### src/rtl/perf_sched_pkg.sv
// Shared types, default sizes and helpers for the performance-counter scheduler.
package perf_sched_pkg;

    localparam int unsigned DefNumEvt = 6;
    localparam int unsigned DefCntW   = 32;
    localparam int unsigned DefWinW   = 16;

    typedef enum logic {MainIdle, MainRun} main_state_e;
    typedef enum logic {DumpIdle, DumpSend} dump_state_e;

    // Word index runs 0..num_evt because word 0 carries the cycle count.
    function automatic int unsigned idx_width(input int unsigned num_evt);
        return $clog2(num_evt + 1);
    endfunction

endpackage

### src/rtl/perf_sched_dump.sv
// Shadow bank and valid/ready serialiser: one word per handshake, word 0 first.
module perf_sched_dump
    import perf_sched_pkg::*;
#(
    parameter int unsigned NUM_EVT = DefNumEvt,
    parameter int unsigned CNT_W   = DefCntW
) (
    input  logic                          clk_i,
    input  logic                          rst_i,
    input  logic                          launch_i,
    input  logic [NUM_EVT:0][CNT_W-1:0]   snap_i,
    output logic                          busy_o,
    output logic                          valid_o,
    input  logic                          ready_i,
    output logic [idx_width(NUM_EVT)-1:0] idx_o,
    output logic [CNT_W-1:0]              data_o,
    output logic                          last_o
);

    localparam int unsigned     IdxW    = idx_width(NUM_EVT);
    localparam logic [IdxW-1:0] LastIdx = IdxW'(NUM_EVT);

    dump_state_e                 state_q, state_d;
    logic [IdxW-1:0]             idx_q, idx_d;
    logic [NUM_EVT:0][CNT_W-1:0] shadow_q;
    logic                        sending, fire, last;

    assign sending = (state_q == DumpSend);
    assign last    = sending && (idx_q == LastIdx);
    assign fire    = sending && ready_i;
    // The last-beat handshake cycle already counts as free for a new launch.
    assign busy_o  = sending && !(fire && last);

    assign valid_o = sending;
    assign idx_o   = idx_q;
    assign data_o  = sending ? shadow_q[idx_q] : '0;
    assign last_o  = last;

    always_comb begin
        state_d = state_q;
        idx_d   = idx_q;
        if (fire) begin
            if (last) begin
                state_d = DumpIdle;
                idx_d   = '0;
            end else begin
                idx_d = idx_q + IdxW'(1);
            end
        end
        if (launch_i) begin
            state_d = DumpSend;
            idx_d   = '0;
        end
    end

    always_ff @(posedge clk_i) begin
        if (rst_i) begin
            state_q  <= DumpIdle;
            idx_q    <= '0;
            shadow_q <= '0;
        end else begin
            state_q <= state_d;
            idx_q   <= idx_d;
            if (launch_i) begin
                shadow_q <= snap_i;
            end
        end
    end

endmodule

### src/rtl/perf_cnt_sched.sv
// Performance counter controller: run gating, sampling windows, snapshot and dump.
// Define PERF_CNT_WRAP_EN for wrapping counters instead of saturating ones.
module perf_cnt_sched
    import perf_sched_pkg::*;
#(
    parameter int unsigned NUM_EVT = DefNumEvt,
    parameter int unsigned CNT_W   = DefCntW,
    parameter int unsigned WIN_W   = DefWinW
) (
    input  logic                         clk_i,
    input  logic                         rst_i,
    input  logic                         start_stop_i,
    input  logic                         clear_i,
    input  logic [WIN_W-1:0]             win_len_i,
    input  logic [NUM_EVT-1:0]           evt_i,
    input  logic                         dump_req_i,
    output logic                         dump_valid_o,
    input  logic                         dump_ready_i,
    output logic [$clog2(NUM_EVT+1)-1:0] dump_idx_o,
    output logic [CNT_W-1:0]             dump_data_o,
    output logic                         dump_last_o,
    output logic                         running_o,
    output logic [NUM_EVT:0]             ovf_o,
    output logic                         overrun_o
);

    localparam int unsigned      NumCnt = NUM_EVT + 1;
    localparam logic [CNT_W-1:0] CntMax = {CNT_W{1'b1}};

    main_state_e                 state_q, state_d;
    logic [NUM_EVT:0][CNT_W-1:0] live_q, live_d, live_inc;
    logic [NUM_EVT:0]            ovf_q, ovf_d, ovf_hit, inc;
    logic [WIN_W-1:0]            win_cnt_q, win_cnt_d;
    logic                        dump_req_q, overrun_q, overrun_d;
    logic                        running, win_on, win_expire, snap_req, dump_busy, launch;

    assign running    = (state_q == MainRun);
    assign inc        = running ? {evt_i, 1'b1} : '0;
    assign win_on     = running && (win_len_i != '0);
    assign win_expire = win_on && (win_cnt_q == win_len_i - WIN_W'(1));
    assign snap_req   = (win_expire || (dump_req_i && !dump_req_q)) && !clear_i;
    assign launch     = snap_req && !dump_busy;

    // live_inc is this cycle's post-event value; it is also what a snapshot captures.
    always_comb begin
        live_inc = live_q;
        ovf_hit  = '0;
        for (int unsigned k = 0; k < NumCnt; k++) begin
            if (inc[k]) begin
                if (live_q[k] == CntMax) begin
                    ovf_hit[k] = 1'b1;
`ifdef PERF_CNT_WRAP_EN
                    live_inc[k] = '0;
`endif
                end else begin
                    live_inc[k] = live_q[k] + CNT_W'(1);
                end
            end
        end
    end

    always_comb begin
        state_d   = state_q;
        live_d    = live_inc;
        ovf_d     = ovf_q | ovf_hit;
        win_cnt_d = win_cnt_q;
        overrun_d = overrun_q | (snap_req & dump_busy);
        if (start_stop_i) begin
            state_d = running ? MainIdle : MainRun;
        end
        if (win_on) begin
            win_cnt_d = win_cnt_q + WIN_W'(1);
        end
        if (win_expire) begin
            live_d    = '0;
            win_cnt_d = '0;
        end
        if (clear_i) begin
            live_d    = '0;
            win_cnt_d = '0;
            ovf_d     = '0;
            overrun_d = 1'b0;
        end
    end

    always_ff @(posedge clk_i) begin
        if (rst_i) begin
            state_q    <= MainIdle;
            live_q     <= '0;
            ovf_q      <= '0;
            win_cnt_q  <= '0;
            dump_req_q <= 1'b0;
            overrun_q  <= 1'b0;
        end else begin
            state_q    <= state_d;
            live_q     <= live_d;
            ovf_q      <= ovf_d;
            win_cnt_q  <= win_cnt_d;
            dump_req_q <= dump_req_i;
            overrun_q  <= overrun_d;
        end
    end

    perf_sched_dump #(
        .NUM_EVT (NUM_EVT),
        .CNT_W   (CNT_W)
    ) u_dump (
        .clk_i    (clk_i),
        .rst_i    (rst_i),
        .launch_i (launch),
        .snap_i   (live_inc),
        .busy_o   (dump_busy),
        .valid_o  (dump_valid_o),
        .ready_i  (dump_ready_i),
        .idx_o    (dump_idx_o),
        .data_o   (dump_data_o),
        .last_o   (dump_last_o)
    );

    assign running_o = running;
    assign ovf_o     = ovf_q;
    assign overrun_o = overrun_q;

endmodule

### config.mk
export PLATFORM = sky130hd
export DESIGN_NAME = perf_cnt_sched
export DESIGN_NICKNAME = d
export VERILOG_FILES = /design/src/rtl/perf_sched_pkg.sv /design/src/rtl/perf_sched_dump.sv /design/src/rtl/perf_cnt_sched.sv
export SDC_FILE = /design/constraint.sdc
export NUM_CORES = 1
export LEC_CHECK = 0
export ABC_AREA = 1
export CAP_MARGIN = 20
export CORE_MARGIN = 5
export CORE_UTILIZATION = 38
export CTS_CLUSTER_DIAMETER = 60
export DETAILED_ROUTE_END_ITERATION = 16
export PLACE_DENSITY = 0.55
export SKIP_CTS_REPAIR_TIMING = 1
export SLEW_MARGIN = 15
export SYNTH_ARGS = -nofsm -noshare
export SYNTH_HDL_FRONTEND = slang
export SYNTH_HIERARCHICAL = 1
export SYNTH_SLANG_ARGS = --single-unit
### constraint.sdc
create_clock -name clk_i -period 3.6 [get_ports clk_i]
set_input_delay 0.72 -clock clk_i [delete_from_list [all_inputs] [get_ports clk_i]]
set_output_delay 0.72 -clock clk_i [all_outputs]
set_load 0.02 [all_outputs]
==> flow_metrics.py <==
metrics = {
    "power": {
        "p_leak_nw": 13.29,
        "p_total_w": 0.01289,
        "vdd_drop_max_mv": 0.3276,
        "p_per_area_nw_per_um2": 422.4,
    },
    "yosys": {
        "synth_flop_cell": "dfxtp_1",
        "synth_cell_types": 45,
        "synth.top_cell.area_share_pct": 36.14,
        "synthCells": 4115,
        "synth_seq_cells": 478,
        "synth-edff-count": 0,
        "synth_nets": 4154,
        "yosys.area.top_type": "dfxtp_1",
        "synthTopCellsByArea": "dfxtp_1 36%, nand2_1 15%, inv_1 8.7%",
        "netlist_area_um2": 26480,
        "async_reset_ff_share_pct": 0,
        "synth_warnings": 6,
        "ys_seq_area_share_pct": 36.14,
        "synth_area_per_cell_um2": 6.435,
    },
    "sta": {
        "fin_crit_sh_pct": 97.34,
        "worstMarginPinSlew_ns": 0.8436,
        "period_minus_slack_ns": 3.504,
        "setup_viol": 0,
        "hold_violations": 0,
        "rsz0062_at_grt": "no",
        "fin_worst_skew_ns": 0.01403,
        "whs_ns": 0.4534,
        "tns_ns": 0,
        "fmax_mhz": 285.4,
        "slew_viol_final": 0,
        "slew_headroom_pct": 43.33,
    },
    "clock_tree": {
        "clk_path_buf_depth": 3,
        "clk_pin_slew_ns": 0.06,
        "htree_levels": 2,
        "cts_tree": "yes",
        "cts_buffers": 59,
        "root_buffer": "clkbuf_16",
        "clock_latency_ns": 0.62,
        "cts_sinks": 478,
    },
    "routing": {
        "drtAntennaViolNets": 0,
        "vias_per_cell": 4.905,
        "drt_wl_total_um": 82810,
        "post_drt_wl_per_cell_um": 16.08,
        "drc": 0,
        "vias": 25260,
        "drt_iter0_drc": 2378,
        "first_pass_iters": 6,
    },
    "global_route": {
        "antenna_found_initial": 1,
        "grt_max_degree": 65,
        "grt.total_usage_pct": 21.52,
        "grt_pass1_vias": 23220,
        "grt_first_pass_wirelength_um": 129700,
        "grt_overflow_total": 0,
    },
    "critical_path": {
        "cp_slowest_cell": "clkdlybuf4s50_1",
        "critPathLaunchType": "flop",
        "cp.required_ns": 2.88,
        "path_class": "reg -> out",
        "critPathTopFamily": "buffers and inverters",
        "crit_arrival_ns": 2.78,
        "path_max_fanout": 36,
        "end_kind": "primary output",
        "cp.buffers_inverters": 2,
        "crit_top_cell": "nand2_1",
        "reg2reg_slack_ns": 0.93,
        "max_stage_delay_ns": 0.66,
        "path_cells": "buf_4, nand3_1, nand2_1, nand2_1, nand2_1, clkdlybuf4s50_1",
    },
    "floorplan": {
        "coreArea_um2": 68830,
        "rows": 96,
        "die_w_um": 274.0,
        "fp.dieH_um": 274.0,
        "start_util_pct": 38.47,
        "io_pins": 74,
        "dieArea_um2": 75070,
    },
    "cells_and_area": {
        "multi_input_area_um2": 13650,
        "num-nets-final": 4210,
        "antenna_cells": 0,
        "drive_above_1_share_pct": 6.235,
        "fillers": 7383,
        "area_delta_synth_final_pct": 15.26,
        "seqCellArea_um2": 9574,
        "final_util_pct": 44.35,
        "fin_area_um2": 30520,
    },
    "place": {
        "place_area_um2": 28450,
        "globalplace.congestion": 0.9089,
        "port_buffers": 73,
        "place_hpwl_um": 61970,
    },
    "min_path": {
        "hold_path.class": "reg -> reg",
    },
    "job": {
        "drv_cap": 0,
    },
    "run_status": {
        "status": "finished, final reports clean",
    },
}
-- per-stage QoR --
step,setup slack [ns],cells
4_1_cts,-0.05381,5149
5_1_grt,0.01551,5149
3_3_place_gp,0.05310,5041
6_report,0.09568,5149
2_1_floorplan,0.7554,4115
3_5_place_dp,0.03247,5041
-- cells by family (layout without fill, tap and decap cells) --
kind of cell / count (synthesis) / after routing / synth area share (%)
compound gates: 676 / 676 / 13.24
buf+inv: 794 / 897 / 12.41
fa+ha+maj: 11 / 11 / 0.5197
xor+xnor: 169 / 169 / 5.618
simple gates: 1987 / 1987 / 32.07
flops: 478 / 478 / 36.14
-- state kept, by name, summed over array words and instances (netlist names) --
name             flops
live_q             224
dump_req_q           1
overrun_o            1
ovf_o                7
u_dump/shadow_q    224
u_dump/valid_o       1
win_cnt_q           16
running_o            1
u_dump/idx_o         3
-- worst min-delay path, stage by stage, from the launching register on --
cell and delay [ns]:
dfxtp_1 0.30, inv_1 0.06, a21oi_1 0.05
-- placed cells by master, fill, tap and decap left out, drive strengths merged, types with 12 or more instances in the layout --
cell | synthesis | final
clkdlybuf4s50 | 0 | 73
inv | 625 | 634
nor3 | 145 | 145
xnor2 | 42 | 42
nor2b | 12 | 12
or2 | 15 | 15
nand4 | 61 | 61
a21oi | 294 | 294
dfxtp | 478 | 478
nand2 | 1055 | 1055
nand3 | 227 | 227
buf | 105 | 91
nor4 | 37 | 37
o21a | 41 | 41
clkbuf | 64 | 83
o21ai | 333 | 333
xor2 | 127 | 127
nor2 | 418 | 418
-- layer usage --
metal	up-vias	part of all wire [%]	track usage, %
met5	-	0	0
met2	572	42	32.74
li1	13130	-	-
met4	0	1.7	4.142
met1	11460	50	32.20
met3	98	6.2	3.614
-- synth_stat cells (4+ instances only) --
library cell	count
nand2_1	1045
inv_1	611
dfxtp_1	478
nor2_1	407
o21ai_0	317
a21oi_1	293
nand3_1	226
nor3_1	128
xor2_1	126
nand4_1	61
clkbuf_1	60
buf_2	49
xnor2_1	42
o21a_1	41
nor4_1	37
buf_4	24
buf_6	20
o21ai_1	16
inv_2	14
buf_1	12
nor2b_1	12
nor3_2	12
ha_1	11
or2_2	11
nor2_2	9
nand2_2	8
nand3b_1	6
nor3_4	5
nor3b_1	5
clkbuf_2	4
-- cell type report --
| type | instances | share of cell area [%] |
|---|---|---|
| Multi-Input combinational cell | 2843 | 44.72 |
| Sequential cell | 478 | 31.37 |
| Inverter | 625 | 7.735 |
| Clock buffer | 83 | 5.694 |
| Timing Repair Buffer | 164 | 5.587 |
| Tap cell | 931 | 3.817 |
| Clock inverter | 25 | 1.074 |
-- power breakdown --
group / leakage, nW / switching, W / internal (W)
clock: 1.01 / 0.00250 / 0.00381
sequential: 3.88 / 0.0000577 / 0.00546
combinational: 8.40 / 0.000724 / 0.000350
-- final timing paths --
kind / startpoint / endpoint / depth (start not counted)
max: u_dump/idx_o[1] / dump_data_o[19] / 6
min: u_dump/shadow_q[13] / u_dump/shadow_q[13] / 2
max reg2reg: live_q[96] / u_dump/shadow_q[97] / 13
min reg2reg: u_dump/shadow_q[13] / u_dump/shadow_q[13] / 2
(Power assumes the default switching activity.)
